`src/rtl/apb_arb_master_if.sv`:
```
// Signal bundle between apb_arb_master, its two requesters and the APB register slave.
// Requester i's fields sit in bit i / slice i of each two-wide request and response vector.
interface apb_arb_master_if #(
    parameter int ADDR_W = 32,
    parameter int DATA_W = 32
);
    logic [1:0]          req_valid;
    logic [1:0]          req_ready;
    logic [1:0]          req_write;
    logic [2*ADDR_W-1:0] req_addr;
    logic [2*DATA_W-1:0] req_wdata;
    logic [1:0]          rsp_valid;
    logic [DATA_W-1:0]   rsp_rdata;
    logic                rsp_err;
    logic                PSEL;
    logic                PENABLE;
    logic                PWRITE;
    logic [ADDR_W-1:0]   PADDR;
    logic [DATA_W-1:0]   PWDATA;
    logic [DATA_W-1:0]   PRDATA;
    logic                PREADY;

    modport master (
        input  req_valid, req_write, req_addr, req_wdata, PRDATA, PREADY,
        output req_ready, rsp_valid, rsp_rdata, rsp_err,
               PSEL, PENABLE, PWRITE, PADDR, PWDATA
    );

    modport slave (
        output req_valid, req_write, req_addr, req_wdata, PRDATA, PREADY,
        input  req_ready, rsp_valid, rsp_rdata, rsp_err,
               PSEL, PENABLE, PWRITE, PADDR, PWDATA
    );
endinterface

```
`src/rtl/apb_arb_master.sv`:
```
// Two-requester round-robin APB master driving SETUP/ACCESS on one shared APB bus.
// Optional ACCESS timeout abort is built when APB_TIMEOUT_EN is defined.
module apb_arb_master #(
    parameter int ADDR_W      = 32,
    parameter int DATA_W      = 32,
    parameter int TIMEOUT_CYC = 16
) (
    input  logic                PCLK,
    input  logic                PRESET,
    apb_arb_master_if.master    bus,
    output logic [1:0]          dbg_state_o
);
    typedef enum logic [1:0] {
        IDLE   = 2'd0,
        SETUP  = 2'd1,
        ACCESS = 2'd2
    } state_e;

    if (TIMEOUT_CYC < 1) begin : g_bad_timeout
        $error("TIMEOUT_CYC must be at least 1");
    end

    state_e            state_q;
    logic              last_grant_q;
    logic              owner_q;
    logic              psel_q;
    logic              penable_q;
    logic              pwrite_q;
    logic [ADDR_W-1:0] paddr_q;
    logic [DATA_W-1:0] pwdata_q;
    logic [1:0]        rsp_valid_q;
    logic [DATA_W-1:0] rsp_rdata_q;

    logic              grant_vld;
    logic              grant_idx;
    logic              grant_write;
    logic [ADDR_W-1:0] grant_addr;
    logic [DATA_W-1:0] grant_wdata;

    // Handshake: req_valid[i] is held with a stable payload until req_ready[i];
    // req_ready[i] is a single-cycle pulse, only in IDLE, and the payload is
    // taken on that same edge and never sampled again.
    always_comb begin
        grant_vld = 1'b0;
        grant_idx = 1'b0;
        if (state_q == IDLE && !PRESET) begin
            grant_vld = |bus.req_valid;
            if (bus.req_valid == 2'b11) begin
                grant_idx = ~last_grant_q;
            end else begin
                grant_idx = bus.req_valid[1];
            end
        end
    end

    assign grant_write = grant_idx ? bus.req_write[1] : bus.req_write[0];
    assign grant_addr  = grant_idx ? bus.req_addr[2*ADDR_W-1:ADDR_W] : bus.req_addr[ADDR_W-1:0];
    assign grant_wdata = grant_idx ? bus.req_wdata[2*DATA_W-1:DATA_W] : bus.req_wdata[DATA_W-1:0];

    assign bus.req_ready = grant_vld ? (2'b01 << grant_idx) : 2'b00;

`ifdef APB_TIMEOUT_EN
    localparam int CNT_W = $clog2(TIMEOUT_CYC + 1);
    logic [CNT_W-1:0] tmo_q;
    logic             rsp_err_q;

    always_ff @(posedge PCLK) begin
        if (PRESET) begin
            tmo_q     <= '0;
            rsp_err_q <= 1'b0;
        end else if (state_q == SETUP) begin
            tmo_q <= '0;
        end else if (state_q == ACCESS) begin
            if (bus.PREADY) begin
                rsp_err_q <= 1'b0;
            end else if (tmo_q == CNT_W'(TIMEOUT_CYC - 1)) begin
                rsp_err_q <= 1'b1;
            end else begin
                tmo_q <= tmo_q + CNT_W'(1);
            end
        end
    end

    // The last permitted wait cycle ends the transfer unless PREADY wins it.
    logic tmo_hit;
    assign tmo_hit     = !bus.PREADY && (tmo_q == CNT_W'(TIMEOUT_CYC - 1));
    assign bus.rsp_err = rsp_err_q;
`else
    logic tmo_hit;
    assign tmo_hit     = 1'b0;
    assign bus.rsp_err = 1'b0;
`endif

    always_ff @(posedge PCLK) begin
        if (PRESET) begin
            state_q      <= IDLE;
            last_grant_q <= 1'b1;
            owner_q      <= 1'b0;
            psel_q       <= 1'b0;
            penable_q    <= 1'b0;
            pwrite_q     <= 1'b0;
            paddr_q      <= '0;
            pwdata_q     <= '0;
            rsp_valid_q  <= 2'b00;
            rsp_rdata_q  <= '0;
        end else begin
            rsp_valid_q <= 2'b00;
            case (state_q)
                IDLE: begin
                    if (grant_vld) begin
                        owner_q      <= grant_idx;
                        last_grant_q <= grant_idx;
                        pwrite_q     <= grant_write;
                        paddr_q      <= grant_addr;
                        pwdata_q     <= grant_wdata;
                        psel_q       <= 1'b1;
                        state_q      <= SETUP;
                    end
                end
                SETUP: begin
                    penable_q <= 1'b1;
                    state_q   <= ACCESS;
                end
                ACCESS: begin
                    if (bus.PREADY || tmo_hit) begin
                        psel_q      <= 1'b0;
                        penable_q   <= 1'b0;
                        state_q     <= IDLE;
                        rsp_valid_q <= 2'b01 << owner_q;
                        rsp_rdata_q <= (pwrite_q || !bus.PREADY) ? '0 : bus.PRDATA;
                    end
                end
                default: begin
                    psel_q    <= 1'b0;
                    penable_q <= 1'b0;
                    state_q   <= IDLE;
                end
            endcase
        end
    end

    assign bus.PSEL      = psel_q;
    assign bus.PENABLE   = penable_q;
    assign bus.PWRITE    = pwrite_q;
    assign bus.PADDR     = paddr_q;
    assign bus.PWDATA    = pwdata_q;
    assign bus.rsp_valid = rsp_valid_q;
    assign bus.rsp_rdata = rsp_rdata_q;
    assign dbg_state_o   = state_q;
endmodule

```
`src/flat_wrapper.sv`:
```
// flat-port wrapper written by rule: the top's interface ports become plain ports
module apb_arb_master_flat 
#(
    parameter int ADDR_W      = 32,
    parameter int DATA_W      = 32,
    parameter int TIMEOUT_CYC = 16
)
  (PCLK, PRESET, dbg_state_o, bus_req_valid, bus_req_write, bus_req_addr, bus_req_wdata, bus_PRDATA, bus_PREADY, bus_req_ready, bus_rsp_valid, bus_rsp_rdata, bus_rsp_err, bus_PSEL, bus_PENABLE, bus_PWRITE, bus_PADDR, bus_PWDATA);
  apb_arb_master_if #(.ADDR_W(ADDR_W), .DATA_W(DATA_W)) bus_i ();
  input  logic PCLK;
  input  logic PRESET;
  output logic [1:0] dbg_state_o;
  input wire logic [$bits(bus_i.req_valid)-1:0] bus_req_valid;
  input wire logic [$bits(bus_i.req_write)-1:0] bus_req_write;
  input wire logic [$bits(bus_i.req_addr)-1:0] bus_req_addr;
  input wire logic [$bits(bus_i.req_wdata)-1:0] bus_req_wdata;
  input wire logic [$bits(bus_i.PRDATA)-1:0] bus_PRDATA;
  input wire logic [$bits(bus_i.PREADY)-1:0] bus_PREADY;
  output wire logic [$bits(bus_i.req_ready)-1:0] bus_req_ready;
  output wire logic [$bits(bus_i.rsp_valid)-1:0] bus_rsp_valid;
  output wire logic [$bits(bus_i.rsp_rdata)-1:0] bus_rsp_rdata;
  output wire logic [$bits(bus_i.rsp_err)-1:0] bus_rsp_err;
  output wire logic [$bits(bus_i.PSEL)-1:0] bus_PSEL;
  output wire logic [$bits(bus_i.PENABLE)-1:0] bus_PENABLE;
  output wire logic [$bits(bus_i.PWRITE)-1:0] bus_PWRITE;
  output wire logic [$bits(bus_i.PADDR)-1:0] bus_PADDR;
  output wire logic [$bits(bus_i.PWDATA)-1:0] bus_PWDATA;
  assign bus_i.req_valid = bus_req_valid;
  assign bus_i.req_write = bus_req_write;
  assign bus_i.req_addr = bus_req_addr;
  assign bus_i.req_wdata = bus_req_wdata;
  assign bus_i.PRDATA = bus_PRDATA;
  assign bus_i.PREADY = bus_PREADY;
  assign bus_req_ready = bus_i.req_ready;
  assign bus_rsp_valid = bus_i.rsp_valid;
  assign bus_rsp_rdata = bus_i.rsp_rdata;
  assign bus_rsp_err = bus_i.rsp_err;
  assign bus_PSEL = bus_i.PSEL;
  assign bus_PENABLE = bus_i.PENABLE;
  assign bus_PWRITE = bus_i.PWRITE;
  assign bus_PADDR = bus_i.PADDR;
  assign bus_PWDATA = bus_i.PWDATA;
  apb_arb_master #(.ADDR_W(ADDR_W), .DATA_W(DATA_W), .TIMEOUT_CYC(TIMEOUT_CYC)) u_core (.PCLK(PCLK), .PRESET(PRESET), .bus(bus_i), .dbg_state_o(dbg_state_o));
endmodule
```
`config.mk`:
```
export PLATFORM = sky130hd
export DESIGN_NAME = apb_arb_master_flat
export DESIGN_NICKNAME = d
export VERILOG_FILES = /design/src/rtl/apb_arb_master_if.sv /design/src/rtl/apb_arb_master.sv /design/src/flat_wrapper.sv
export SDC_FILE = /design/constraint.sdc
export NUM_CORES = 1
export LEC_CHECK = 0
export CORE_ASPECT_RATIO = 0.5
export CORE_MARGIN = 5
export CORE_UTILIZATION = 37
export CTS_BUF_LIST = sky130_fd_sc_hd__clkbuf_4
export CTS_CLUSTER_SIZE = 12
export DETAILED_ROUTE_END_ITERATION = 6
export PLACE_DENSITY = 0.82
export SLEW_MARGIN = 20
export SYNTH_ARGS = -nofsm -noshare
export SYNTH_HDL_FRONTEND = slang
export SYNTH_SLANG_ARGS = --single-unit
```
`constraint.sdc`:
```
create_clock -name PCLK -period 1.95 [get_ports PCLK]
set_input_delay 0.2925 -clock PCLK [delete_from_list [all_inputs] [get_ports PCLK]]
set_output_delay 0.2925 -clock PCLK [all_outputs]
set_load 0.005 [all_outputs]
```
Word level (Yosys, flattened, before mapping). Cells that the tools add are included.

Multiplexer cells: 15. Reductions and logical operators: 12. Equal/unequal tests: 5. Shift operators: 2. Bitwise logic cells: 5.

Operator list (number): two-way mux 32 bit (3); AND reduction 2 bit (4); two-way mux 1 bit (6); two-way mux 2 bit (3); case mux 1 bit (3 select lines) (2); case mux 2 bit (3 select lines) (1); inverter 1 bit (5); == test 2 bit (second input constant) (2); << shifter 1 x 1 -> 2 bit (first input constant) (2); AND reduction 3 bit (1); OR reduction 3 bit (1); == test 2 x 1 -> 1 bit (second input constant) (1); logical NOT 1 bit (2); logical NOT 2 bit (1); != test 2 x 1 -> 1 bit (second input constant) (1); != test 2 bit (second input constant) (1); OR reduction 2 bit (1); logical AND 1 bit (1); logical OR 1 bit (1).

Register bits: 105. Input bits: 167. Output and inout bits: 106.

Logic depth before layout (Yosys ltp).
Depth after elaboration: 5. Mapped depth: 6. Gate-level depth less buffers: 3.

Worst setup path after synthesis. OpenSTA, ideal clock, no wires.

Kind: register -> output. From: reg u_core.state_q[1], in the netlist u_core.dbg_state_o[1]. To: out bus_req_ready[0]. Buffers on the path: 3. Slack: 0.214 ns. Cell stages (with the launch flop): 6. Arrival: 1.443 ns. Path through: dfxtp_1 > or3_1 > buf_2 > buf_2 > buf_1 > nor3b_1.

Longest elaborated chain between the ends: 5. Elaborated cells between the ends (all ways): 6. Classes of those cells: shift (1); mux (3); reduce/logical (2).

RTL lines: start: declaration (RTL line apb_arb_master.sv:23) `state_e state_q;`; start signal: assignment (RTL line apb_arb_master.sv:96) `state_q <= IDLE;`; start signal: assignment (RTL line apb_arb_master.sv:117) `state_q <= SETUP;`; start signal: assignment (RTL line apb_arb_master.sv:122) `state_q <= ACCESS;`; logical NOT 2 bit (*) (RTL line apb_arb_master.sv:46) `if (state_q == IDLE && !PRESET) begin`; logical AND 1 bit (*) (RTL line apb_arb_master.sv:46); two-way mux 1 bit (RTL line apb_arb_master.sv:46); << shifter 1 x 1 -> 2 bit (RTL line apb_arb_master.sv:60) `assign bus.req_ready = grant_vld ? (2'b01 << grant_idx) : 2'b00;`; two-way mux 2 bit (*) (RTL line apb_arb_master.sv:60); end: declaration (RTL line flat_wrapper.sv:19) `output wire logic [$bits(bus_i.req_ready)-1:0] bus_req_ready;`.

Every way passes the cells marked *; elsewhere a longest branch is shown, timed or not.

Worst setup path after layout. Ends and elaborated chain as after synthesis.

==> flow_summary.ini <==
[die]
rows = 27
num_io_pins = 273
die_h_um = 85.49
dieWidth_um = 161.0
start_util = 0.3805
core_area_sq_um = 11080
dieArea_sq_um = 13760

[cells_and_area]
final_common_cell = clkdlybuf4s50_1
nets = 889
drive_gt1_frac = 0.06327
area_delta_synth_final_pct = 72.40
diodes = 0
post-route-cell-area_sq_um = 7269
final_cell_mix = clkdlybuf4s50_1, dfxtp_1, nand2_1
final_core_util = 0.6561

[placement]
dp_hpwl_um = 11450
finalWeightedCongestion = 0.8381
placed_area_sq_um = 7127
numPortBuffers = 271

[clocking]
numCtsBuffers = 9
clock_sinks = 105
clk_pin_slew_ps = 160
cts_tree = done
clk_path_buf_depth = 2
cts_max_level = 3
post_cts_buffers = 0
root_buffer = clkbuf_4
clk_latency_ps = 460

[route]
drt-wirelength-per-cell_um = 17.82
drt-total-wl_um = 15540
drtIter0Drc = 404
dr_total_vias = 4545
drc = 0
firstDrtPassIters = 4
via_per_inst = 5.212
antenna_left = 0

[critical_path]
critPathCaptureType = output pin
worstSetupPathType = flop to output pin
worst_ep_arrival_time_ps = 1580
required_ps = 1660
r2r_cells = 4
worstSetupStartpointType = flop
cp_max_fo = 4

[logic_synthesis]
synthMuxAreaShare = 0.002374
synth_top_family_by_area = simple AND/OR/NAND/NOR gates
synth_fa_ha_area_frac = 0
synthesis.area_sq_um = 4217
synthXorXnorAreaFrac = 0
ys_ff_latch = 105
synth_cell_types = 26
synth-compound-area-share = 0.2056
postSynthAreaPerCell_sq_um = 8.952
synthesis.nets = 638
synthCells = 471
ys.warnings.count = 0
ys_seq_area_frac = 0.4985
yosys.area_share.simple = 0.2383

[global_routing]
use_met3 = 0.05434
antenna_found_initial = 0
grt-busiest-layer = met2
overflow = 0
grt_pass1_wl_um = 23920
grt_use_total = 0.2121
grt_max_degree = 38
first_global_vias = 4540
grt_util_met2 = 0.3857
grt_use_met1 = 0.2445

[sta]
fin_skew_ps = 13.06
rsz0062_at_grt = false
final_hold_viol_count = 0
setup_viol = 0
fmax_mhz = 534.7
slew_viol_final = 0
period_minus_slack_ps = 1870
min_period_over_period = 0.9591

[hold_path]
hold_depth = 4
hp-class = primary input to flop

[pwr]
power_density_nw_per_um2 = 661.2
peakVddDrop_mv = 0.2836
power_leakage_nw = 2.673

[outcome]
outcome = completed

[flow_run]
drv_cap = 0
-- power breakdown --
group / total, mW / switching, mW / internal [mW] / leakage (nW)
registers: 2.42 / 0.103 / 2.32 / 0.861
clock network: 1.13 / 0.724 / 0.410 / 0.0730
logic: 1.25 / 0.452 / 0.798 / 1.74
-- area by class of cell --
class / count / area, sq um
inverters: 2 / 7.507
well taps: 145 / 181.4
flip-flops and latches: 105 / 2103
repair buffers: 291 / 2923
clock inverters: 6 / 67.56
fillers: 934 / 3811
multi-input cells: 313 / 1912
clock buffers: 10 / 75.07
-- worst max-delay path: stages (launching register included) --
cell and delay [ps]:
dfxtp_1 340, or3_4 430, nor3b_2 200, buf_2 140
-- cell families after synthesis --
kind of cell / count (synthesis)
mux: 1
compound gates: 104
flops: 105
buf+inv: 53
other cells: 1
simple gates: 207
-- cells in the mapped netlist --
library cell / instances / area [sq um]
o31a_1: 1 / 8.760
buf_4: 2 / 15.01
a211oi_2: 1 / 12.51
and3_1: 1 / 6.260
o21a_1: 3 / 22.52
nor3b_1: 1 / 7.510
clkbuf_1: 39 / 146.4
a221o_1: 65 / 650.6
conb_1: 1 / 3.750
a21oi_1: 32 / 160.2
nand2_1: 97 / 364.1
buf_1: 2 / 7.510
nand3b_1: 33 / 247.7
dfxtp_1: 105 / 2102
buf_2: 6 / 30.03
mux2i_1: 1 / 10.01
nor2b_1: 1 / 6.260
and3b_1: 1 / 8.760
or3_1: 1 / 6.260
a21o_1: 1 / 7.510
o21ai_0: 1 / 5.000
nor3_1: 66 / 330.3
nor2_1: 5 / 18.77
or3b_2: 1 / 8.760
buf_6: 2 / 22.52
inv_1: 2 / 7.510
-- registers in the layout, summed over array words and instances, names as in the netlist --
name and cells:
u_core.bus.rsp_valid 2, u_core.bus.PWDATA 32, u_core.bus.PADDR 32, u_core.dbg_state_o 2, u_core.last_grant_q 1, u_core.owner_q 1, u_core.bus.PENABLE 1, u_core.bus.rsp_rdata 32
u_core.bus.PSEL 1, u_core.bus.PWRITE 1
-- path summary, 6_finish.rpt --
path	endpoint	start	slack, ps
min reg2reg	u_core.bus.rsp_rdata[12]$_SDFFE_PP0P_	u_core.bus.rsp_rdata[12]$_SDFFE_PP0P_	460
min	u_core.dbg_state_o[0]$_SDFFE_PP0P_	bus_req_valid[0]	340
max reg2reg	u_core.last_grant_q$_SDFFE_PP1P_	u_core.dbg_state_o[1]$_SDFFE_PP0P_	190
max	bus_req_ready[0]	u_core.dbg_state_o[1]$_SDFFE_PP0P_	80
-- metal layers --
metal	share of wire	vias to the layer above
met5	0	-
met4	0.027	0
li1	-	2226
met2	0.51	164
met1	0.40	2126
met3	0.063	29
-- stage by stage --
stage | std cells | hold WS (ps) | total power, mW | TNS (ps) | setup WS (ps)
2_1_floorplan | 471 | 417.1 | 2.880 | 0 | 214.0
3_3_place_gp | 856 | 431.1 | 3.697 | -11820 | -361.4
3_5_place_dp | 856 | 445.6 | 3.716 | -12090 | -360.0
4_1_cts | 872 | 323.7 | 4.864 | 0 | 7.364
5_1_grt | 872 | 353.9 | 5.046 | 0 | 10.34
6_report | 872 | 341.6 | 4.807 | 0 | 79.66
-- repair_timing --
action                                  4_1_cts  5_1_grt
pin swaps                                     2        2
hold buffers                                  0        0
resized for setup                            11        0
endpoints found under the setup margin        2        2
Note: power is estimated with default switching activity, not from simulation.
